<file path="src/rtl/ex_forward_datapath_pkg.sv">
// Shared definitions for the 8-bit MIPS execution datapath: widths,
// forwarding-select encodings and the pipeline stage record.
package mips_pkg;

    localparam int DW = 8;
    localparam int AW = 5;

    typedef enum logic [1:0] {
        FWD_RF  = 2'b00,
        FWD_EX  = 2'b01,
        FWD_MEM = 2'b10,
        FWD_WB  = 2'b11
    } fwd_sel_e;

    localparam logic [4:0] OP_BUBBLE = 5'b00000;

    typedef struct packed {
        logic          valid;
        logic [4:0]    op;
        logic [AW-1:0] rw;
        logic [DW-1:0] res;
        logic          load;
        logic          store;
        logic [DW-1:0] sdata;
    } stage_t;

endpackage

</file>
<file path="src/rtl/ex_forward_datapath_if.sv">
// Decode-side inputs, ALU/data-memory/register-file ports of the execution
// datapath, bundled so the decode stage and the datapath share one bus.
interface ex_forward_datapath_if;

    logic [1:0]                 mux_sel_a;
    logic [1:0]                 mux_sel_b;
    logic                       imm_sel;
    logic [mips_pkg::DW-1:0]    Imm;
    logic [4:0]                 op_dec;
    logic [mips_pkg::AW-1:0]    RW_dec;
    logic                       mem_en_dec;
    logic                       mem_rw_dec;
    logic [mips_pkg::DW-1:0]    rf_a;
    logic [mips_pkg::DW-1:0]    rf_b;
    logic [mips_pkg::DW-1:0]    alu_res;
    logic [mips_pkg::DW-1:0]    dm_rdata;

    logic [mips_pkg::DW-1:0]    opnd_a;
    logic [mips_pkg::DW-1:0]    opnd_b;
    logic [4:0]                 op_ex;
    logic [mips_pkg::DW-1:0]    dm_addr;
    logic [mips_pkg::DW-1:0]    dm_wdata;
    logic                       dm_en;
    logic                       dm_we;
    logic                       wb_we;
    logic [mips_pkg::AW-1:0]    wb_addr;
    logic [mips_pkg::DW-1:0]    wb_data;
    logic [7:0]                 fwd_cnt;

    modport master (
        output mux_sel_a, mux_sel_b, imm_sel, Imm, op_dec, RW_dec,
               mem_en_dec, mem_rw_dec, rf_a, rf_b, alu_res, dm_rdata,
        input  opnd_a, opnd_b, op_ex, dm_addr, dm_wdata, dm_en, dm_we,
               wb_we, wb_addr, wb_data, fwd_cnt
    );

    modport slave (
        input  mux_sel_a, mux_sel_b, imm_sel, Imm, op_dec, RW_dec,
               mem_en_dec, mem_rw_dec, rf_a, rf_b, alu_res, dm_rdata,
        output opnd_a, opnd_b, op_ex, dm_addr, dm_wdata, dm_en, dm_we,
               wb_we, wb_addr, wb_data, fwd_cnt
    );

endinterface

</file>
<file path="src/rtl/ex_forward_datapath_fwd_mux.sv">
// 4:1 operand select between register file and in-flight stage results;
// a selected stage holding a bubble falls back to the register-file value.
module operand_fwd_mux
    import mips_pkg::*;
(
    input  logic [1:0]    sel,
    input  logic [DW-1:0] rf_data,
    input  logic          ex_valid,
    input  logic [DW-1:0] ex_res,
    input  logic          mem_valid,
    input  logic [DW-1:0] mem_res,
    input  logic          wb_valid,
    input  logic [DW-1:0] wb_res,
    output logic [DW-1:0] opnd,
    output logic          fwd_used
);

    always_comb begin
        opnd     = rf_data;
        fwd_used = 1'b0;
        case (fwd_sel_e'(sel))
            FWD_RF: ;
            FWD_EX: if (ex_valid) begin
                opnd     = ex_res;
                fwd_used = 1'b1;
            end
            FWD_MEM: if (mem_valid) begin
                opnd     = mem_res;
                fwd_used = 1'b1;
            end
            FWD_WB: if (wb_valid) begin
                opnd     = wb_res;
                fwd_used = 1'b1;
            end
        endcase
    end

endmodule

</file>
<file path="src/rtl/ex_forward_datapath.sv">
// EX/MEM/WB pipeline registers with operand forwarding, data-memory port
// driven from EX and register-file write port driven from WB.
module ex_forward_datapath
    import mips_pkg::*;
(
    input  logic                 clk,
    input  logic                 reset,
    ex_forward_datapath_if.slave bus
);

    stage_t        ex_q, mem_q, wb_q;
    stage_t        ex_d, mem_d;
    logic [DW-1:0] fwd_a, fwd_b;
    logic          use_a, use_b_raw, use_b;
    logic [8:0]    cnt_sum;
    logic [7:0]    fwd_cnt_q;
    logic          wb_unused;

    operand_fwd_mux u_fwd_a (
        .sel       (bus.mux_sel_a),
        .rf_data   (bus.rf_a),
        .ex_valid  (ex_q.valid),
        .ex_res    (ex_q.res),
        .mem_valid (mem_q.valid),
        .mem_res   (mem_q.res),
        .wb_valid  (wb_q.valid),
        .wb_res    (wb_q.res),
        .opnd      (fwd_a),
        .fwd_used  (use_a)
    );

    operand_fwd_mux u_fwd_b (
        .sel       (bus.mux_sel_b),
        .rf_data   (bus.rf_b),
        .ex_valid  (ex_q.valid),
        .ex_res    (ex_q.res),
        .mem_valid (mem_q.valid),
        .mem_res   (mem_q.res),
        .wb_valid  (wb_q.valid),
        .wb_res    (wb_q.res),
        .opnd      (fwd_b),
        .fwd_used  (use_b_raw)
    );

    // The immediate replaces B after forwarding, so a forwarded B that the
    // immediate overrides is not counted but is still the store value.
    assign use_b      = use_b_raw & ~bus.imm_sel;
    assign bus.opnd_a = fwd_a;
    assign bus.opnd_b = bus.imm_sel ? bus.Imm : fwd_b;
    assign bus.op_ex  = bus.op_dec;

    always_comb begin
        ex_d = '0;
        if (bus.op_dec != OP_BUBBLE) begin
            ex_d.valid = 1'b1;
            ex_d.op    = bus.op_dec;
            ex_d.rw    = bus.RW_dec;
            ex_d.res   = bus.alu_res;
            ex_d.load  = bus.mem_en_dec & ~bus.mem_rw_dec;
            ex_d.store = bus.mem_en_dec &  bus.mem_rw_dec;
            ex_d.sdata = fwd_b;
        end
    end

    always_comb begin
        mem_d = ex_q;
        if (ex_q.load) begin
            mem_d.res = bus.dm_rdata;
        end
    end

    assign cnt_sum = {1'b0, fwd_cnt_q} + {8'd0, use_a} + {8'd0, use_b};

    always_ff @(posedge clk or negedge reset) begin
        if (!reset) begin
            ex_q      <= '0;
            mem_q     <= '0;
            wb_q      <= '0;
            fwd_cnt_q <= '0;
        end else begin
            ex_q      <= ex_d;
            mem_q     <= mem_d;
            wb_q      <= mem_q;
            fwd_cnt_q <= cnt_sum[8] ? 8'hFF : cnt_sum[7:0];
        end
    end

    assign bus.dm_addr  = ex_q.res;
    assign bus.dm_wdata = ex_q.sdata;
    assign bus.dm_en    = ex_q.valid & (ex_q.load | ex_q.store);
    assign bus.dm_we    = ex_q.valid & ex_q.store;

    assign bus.wb_we    = wb_q.valid & ~wb_q.store;
    assign bus.wb_addr  = wb_q.rw;
    assign bus.wb_data  = wb_q.res;
    assign bus.fwd_cnt  = fwd_cnt_q;

    // WB keeps the full record; these fields have no consumer past WB.
    assign wb_unused = ^{wb_q.op, wb_q.load, wb_q.sdata};

endmodule

</file>
<file path="src/flat_wrapper.sv">
// flat-port wrapper written by rule: the top's interface ports become plain ports
module ex_forward_datapath_flat import mips_pkg::*;
  (clk, reset, bus_mux_sel_a, bus_mux_sel_b, bus_imm_sel, bus_Imm, bus_op_dec, bus_RW_dec, bus_mem_en_dec, bus_mem_rw_dec, bus_rf_a, bus_rf_b, bus_alu_res, bus_dm_rdata, bus_opnd_a, bus_opnd_b, bus_op_ex, bus_dm_addr, bus_dm_wdata, bus_dm_en, bus_dm_we, bus_wb_we, bus_wb_addr, bus_wb_data, bus_fwd_cnt);
  ex_forward_datapath_if bus_i ();
  input  logic clk;
  input  logic reset;
  input wire logic [$bits(bus_i.mux_sel_a)-1:0] bus_mux_sel_a;
  input wire logic [$bits(bus_i.mux_sel_b)-1:0] bus_mux_sel_b;
  input wire logic [$bits(bus_i.imm_sel)-1:0] bus_imm_sel;
  input wire logic [$bits(bus_i.Imm)-1:0] bus_Imm;
  input wire logic [$bits(bus_i.op_dec)-1:0] bus_op_dec;
  input wire logic [$bits(bus_i.RW_dec)-1:0] bus_RW_dec;
  input wire logic [$bits(bus_i.mem_en_dec)-1:0] bus_mem_en_dec;
  input wire logic [$bits(bus_i.mem_rw_dec)-1:0] bus_mem_rw_dec;
  input wire logic [$bits(bus_i.rf_a)-1:0] bus_rf_a;
  input wire logic [$bits(bus_i.rf_b)-1:0] bus_rf_b;
  input wire logic [$bits(bus_i.alu_res)-1:0] bus_alu_res;
  input wire logic [$bits(bus_i.dm_rdata)-1:0] bus_dm_rdata;
  output wire logic [$bits(bus_i.opnd_a)-1:0] bus_opnd_a;
  output wire logic [$bits(bus_i.opnd_b)-1:0] bus_opnd_b;
  output wire logic [$bits(bus_i.op_ex)-1:0] bus_op_ex;
  output wire logic [$bits(bus_i.dm_addr)-1:0] bus_dm_addr;
  output wire logic [$bits(bus_i.dm_wdata)-1:0] bus_dm_wdata;
  output wire logic [$bits(bus_i.dm_en)-1:0] bus_dm_en;
  output wire logic [$bits(bus_i.dm_we)-1:0] bus_dm_we;
  output wire logic [$bits(bus_i.wb_we)-1:0] bus_wb_we;
  output wire logic [$bits(bus_i.wb_addr)-1:0] bus_wb_addr;
  output wire logic [$bits(bus_i.wb_data)-1:0] bus_wb_data;
  output wire logic [$bits(bus_i.fwd_cnt)-1:0] bus_fwd_cnt;
  assign bus_i.mux_sel_a = bus_mux_sel_a;
  assign bus_i.mux_sel_b = bus_mux_sel_b;
  assign bus_i.imm_sel = bus_imm_sel;
  assign bus_i.Imm = bus_Imm;
  assign bus_i.op_dec = bus_op_dec;
  assign bus_i.RW_dec = bus_RW_dec;
  assign bus_i.mem_en_dec = bus_mem_en_dec;
  assign bus_i.mem_rw_dec = bus_mem_rw_dec;
  assign bus_i.rf_a = bus_rf_a;
  assign bus_i.rf_b = bus_rf_b;
  assign bus_i.alu_res = bus_alu_res;
  assign bus_i.dm_rdata = bus_dm_rdata;
  assign bus_opnd_a = bus_i.opnd_a;
  assign bus_opnd_b = bus_i.opnd_b;
  assign bus_op_ex = bus_i.op_ex;
  assign bus_dm_addr = bus_i.dm_addr;
  assign bus_dm_wdata = bus_i.dm_wdata;
  assign bus_dm_en = bus_i.dm_en;
  assign bus_dm_we = bus_i.dm_we;
  assign bus_wb_we = bus_i.wb_we;
  assign bus_wb_addr = bus_i.wb_addr;
  assign bus_wb_data = bus_i.wb_data;
  assign bus_fwd_cnt = bus_i.fwd_cnt;
  ex_forward_datapath u_core (.clk(clk), .reset(reset), .bus(bus_i));
endmodule
</file>
<file path="config.mk">
export PLATFORM = sky130hd
export DESIGN_NAME = ex_forward_datapath_flat
export DESIGN_NICKNAME = d
export VERILOG_FILES = /design/src/rtl/ex_forward_datapath_pkg.sv /design/src/rtl/ex_forward_datapath_if.sv /design/src/rtl/ex_forward_datapath_fwd_mux.sv /design/src/rtl/ex_forward_datapath.sv /design/src/flat_wrapper.sv
export SDC_FILE = /design/constraint.sdc
export NUM_CORES = 1
export LEC_CHECK = 0
export BUFFER_PORTS_ARGS = -buffer_cell sky130_fd_sc_hd__buf_4
export CELL_PAD_IN_SITES_DETAIL_PLACEMENT = 0
export CELL_PAD_IN_SITES_GLOBAL_PLACEMENT = 1
export CORE_MARGIN = 1
export CORE_UTILIZATION = 38
export DETAILED_ROUTE_END_ITERATION = 10
export PLACE_DENSITY_LB_ADDON = 0.1
export REMOVE_ABC_BUFFERS = 1
export SLEW_MARGIN = 20
export SYNTH_ARGS = -nofsm -noshare
export SYNTH_HDL_FRONTEND = slang
export SYNTH_SLANG_ARGS = --single-unit
</file>
<file path="constraint.sdc">
create_clock -name clk -period 3.25 [get_ports clk]
set_input_delay 0.65 -clock clk [delete_from_list [all_inputs] [get_ports clk]]
set_output_delay 0.65 -clock clk [all_outputs]
set_load 0.01 [all_outputs]
</file>
==> impl_metrics.csv <==
group,metric,value,unit
yosys,yosysUniqueCellTypes,37,
global_route,antenna_found_initial,0,
min_path,min_path_type,"register to register",
place,dp_hpwl,6.02,mm
worst_setup_path,crit-reg2reg-capture,"u_core.bus.fwd_cnt[6]$_DFF_PN0_",
yosys,synth_edf_count,0,
pwr,combPwrFrac,25.7,%
worst_setup_path,worstPathCellList,"buf_4 -> buf_4 -> nand2_1 -> o22ai_1 -> o21ai_0 -> o21ai_0 -> buf_4",
timing,finalSetupViolCount,0,
clock_network,clock_latency,0.34,ns
die,core.rowCount,34,
pwr,peakVddDrop,0.000311,V
clock_network,clockRootBuffer,"clkbuf_8",
detailed_routing,drt_iter0_drc,126,
clock_network,cts-buffers-inserted,9,
yosys,syn_avg_cell_area,11.0,µm²
detailed_routing,viasPerCell,5.19,
pwr,pwr-share-seq,43.0,%
die,start_util,39.2,%
cells_and_area,insertedDiodeCount,0,
cells_and_area,area_growth,27.6,%
clock_network,htreeDepth,3,
pwr,swShare,30.2,%
timing,hold_viol,0,
clock_network,post_cts_buffers,0,
yosys,synth.most_common_cell,"dfrtp_1",
pwr,power_switching,673,µW
min_path,holdPathStages,0,
clock_network,cts.sinks,62,
worst_setup_path,crit_fanout,14,
yosys,netlist.area_leader.share,45.6,%
yosys,seq_area_frac_synth,45.6,%
yosys,synth_commonest_cells,"dfrtp_1 (62), mux2i_1 (48), buf_4 (37), mux2_2 (19), nand2_1 (16)",
detailed_routing,ant_nets,0,
worst_setup_path,crit_path_top_delay_cell,"o22ai_1",
timing,worstMarginPinSlew,0.787,ns
timing,finalSetupTns,0,ns
yosys,yosys_warnings,0,
yosys,synth_area,3410,µm²
detailed_routing,wl_per_cell,17.0,µm
worst_setup_path,ff2ff_setup_slack,0.86,ns
cells_and_area,fin_cells,508,
outcome,status,"finished clean",
worst_setup_path,critPathCaptureType,"output port",
cells_and_area,nNetsFinal,456,
clock_network,ctsHoldBuffers,0,
detailed_routing,vias,2634,
cells_and_area,utilization,50.1,%
place,gp_congestion,0.779,
detailed_routing,drc,0,
clock_network,ctsResizeCount,0,
timing,finalCritPeriodShare,83.6,%
worst_setup_path,cpMostUsedCell,"buf_4",
die,coreArea,8680,µm²
worst_setup_path,reg2reg_from,"u_core.ex_q[28]$_DFF_PN0_",
detailed_routing,drtPass1Iterations,4,
pwr,power.internal,1.56,mW
worst_setup_path,worstSetupPathType,"input port to output port",
global_route,grt_max_degree,63,
global_route,grt_pass1_vias,2592,
timing,clock.fmax,0.368,GHz
worst_setup_path,crit_family,"compound AO/OA/AOI/OAI gates",
clock_network,clk_path_buf_depth,2,
min_path,hold_end,"u_core.bus.wb_addr[3]$_DFF_PN0_",
worst_setup_path,max_stage_delay,0.28,ns
die,fp.dieH,96.7,µm
min_path,hold_start,"u_core.mem_q[21]$_DFF_PN0_",
cells_and_area,layout-drive-gt1-share,43.8,%
die,die_w,96.7,µm
worst_setup_path,arrival,2.07,ns
worst_setup_path,crit_required,2.60,ns
yosys,async_flop_share,100,%
global_route,grt_overflow,0,
detailed_routing,wirelength,8.64,mm
yosys,yosysTopAreaCell,"dfrtp_1",
global_route,grt_util_all_layers,19.2,%
worst_setup_path,cp_num_buf_inv,3,
timing,rsz0062_at_grt,"false",
timing,finClkSkew,0.0111,ns
yosys,yosys-top-cells-area,"dfrtp_1 (46%), mux2i_1 (14%), buf_4 (8.2%)",
clock_network,clkTransAtPathRegs,0.07,ns
yosys,synth_cells,311,
pwr,power_leakage,2.21,nW
place,port_buffers,119,
cells_and_area,fillers,810,
die,die_area,9350,µm²
place,dp.cells,492,
timing,slew_headroom,47.5,%
yosys,synth_seq_cells,62,
yosys,ys.flop_type,"dfrtp_1",
pwr,power.density,513,nW/µm²
timing,layout_min_cycle_time,2.72,ns
timing,hold_slack,0.350,ns
timing,finalMaxSlewViolations,0,
pwr,pwr-share-clk,31.3,%
global_route,grt_pass1_wl,13.8,mm
worst_setup_path,r2r_cells,10,
job,cap_violations,0,
clock_network,cts_tree,"done",
worst_setup_path,worst-path-stages,7,
die,io_pins,120,
worst_setup_path,start_kind,"input port",
==> power groups by stage <==
stage / Sequential [mW] / Clock, mW / Combinational (mW)
floorplan: 0.992 / 0 / 0.234
global placement: 0.972 / 0 / 0.574
detailed placement: 0.973 / 0 / 0.579
CTS: 0.959 / 0.719 / 0.582
global route: 0.975 / 0.756 / 0.633
finish: 0.958 / 0.699 / 0.573
==> state kept, by name, summed over array words and instances, names as in the netlist <==
signal and flops:
u_core.mem_q 15, u_core.bus.dm_wdata 8, u_core.bus.wb_data 8, u_core.bus.wb_addr 5, u_core.bus.dm_addr 8, u_core.bus.fwd_cnt 8
u_core.wb_q 2, u_core.ex_q 8
==> layout by cell type (no fill, tap or decap), types with 3 or more instances in the layout <==
cell type,Yosys,layout
a22oi_1,3,3
o211ai_1,7,7
dfrtp_1,62,62
mux2_2,19,19
nand2_1,16,16
nand2b_1,3,3
nor2_1,7,7
o21ai_0,14,14
mux2i_1,48,48
inv_1,4,4
o31ai_1,6,6
o221a_2,7,7
a21oi_1,10,10
o21a_1,3,3
clkinvlp_4,0,3
nand3_1,5,5
clkbuf_8,0,10
nor2b_1,15,15
o22ai_1,7,7
buf_4,37,125
==> per-stage QoR <==
| stage | power, mW | setup WS [ns] | area, µm² |
|---|---|---|---|
| 3_3_place_gp | 1.55 | 0.422 | 4140 |
| 5_1_grt | 2.36 | 0.432 | 4350 |
| 6_report | 2.23 | 0.532 | 4350 |
| 3_5_place_dp | 1.55 | 0.395 | 4140 |
| 4_1_cts | 2.26 | 0.538 | 4350 |
| 2_1_floorplan | 1.23 | 0.593 | 3070 |
==> cells by family (layout without fill, tap and decap cells) <==
family | count (synthesis) | after routing | synth area share [%]
compound gates | 59 | 59 | 11.7
xor+xnor | 1 | 1 | 0.257
fa+ha+maj | 2 | 2 | 0.955
buf+inv | 57 | 146 | 10.5
flops | 62 | 62 | 45.6
mux | 68 | 68 | 21.1
simple gates | 62 | 62 | 9.96
==> routing by layer <==
metal / GRT usage [%] / up-vias / share of wire (%) / wire [µm]
met5: 0 / - / 0 / 0
met4: 7.92 / 0 / 2.0 / 172
met3: 5.20 / 13 / 7.8 / 677
met2: 27.4 / 112 / 45 / 3890
met1: 27.3 / 1253 / 45 / 3900
li1: - / 1256 / - / -
==> worst max path at each step <==
| stage | start | to | slack (ns) |
|---|---|---|---|
| global placement | bus_mux_sel_b[0] | u_core.bus.fwd_cnt[6]$_DFF_PN0_ | 0.42 |
| finish | bus_mux_sel_b[1] | bus_opnd_b[3] | 0.53 |
| CTS | bus_mux_sel_b[1] | bus_opnd_b[3] | 0.54 |
| detailed placement | bus_mux_sel_b[0] | u_core.bus.fwd_cnt[6]$_DFF_PN0_ | 0.39 |
| global route | bus_mux_sel_b[1] | bus_opnd_b[3] | 0.43 |
| floorplan | u_core.wb_q[28]$_DFF_PN0_ | u_core.bus.fwd_cnt[6]$_DFF_PN0_ | 0.59 |
==> layout make-up <==
cell class / count / area (µm²) / area share, %
clock buffers: 10 / 138 / 3.17
well taps: 108 / 135 / 3.11
flip-flops and latches: 62 / 1550 / 35.7
repair buffers: 125 / 938 / 21.6
clock inverters: 6 / 70.1 / 1.61
multi-input cells: 192 / 1500 / 34.4
inverters: 5 / 18.8 / 0.432
(Power assumes the default switching activity.)
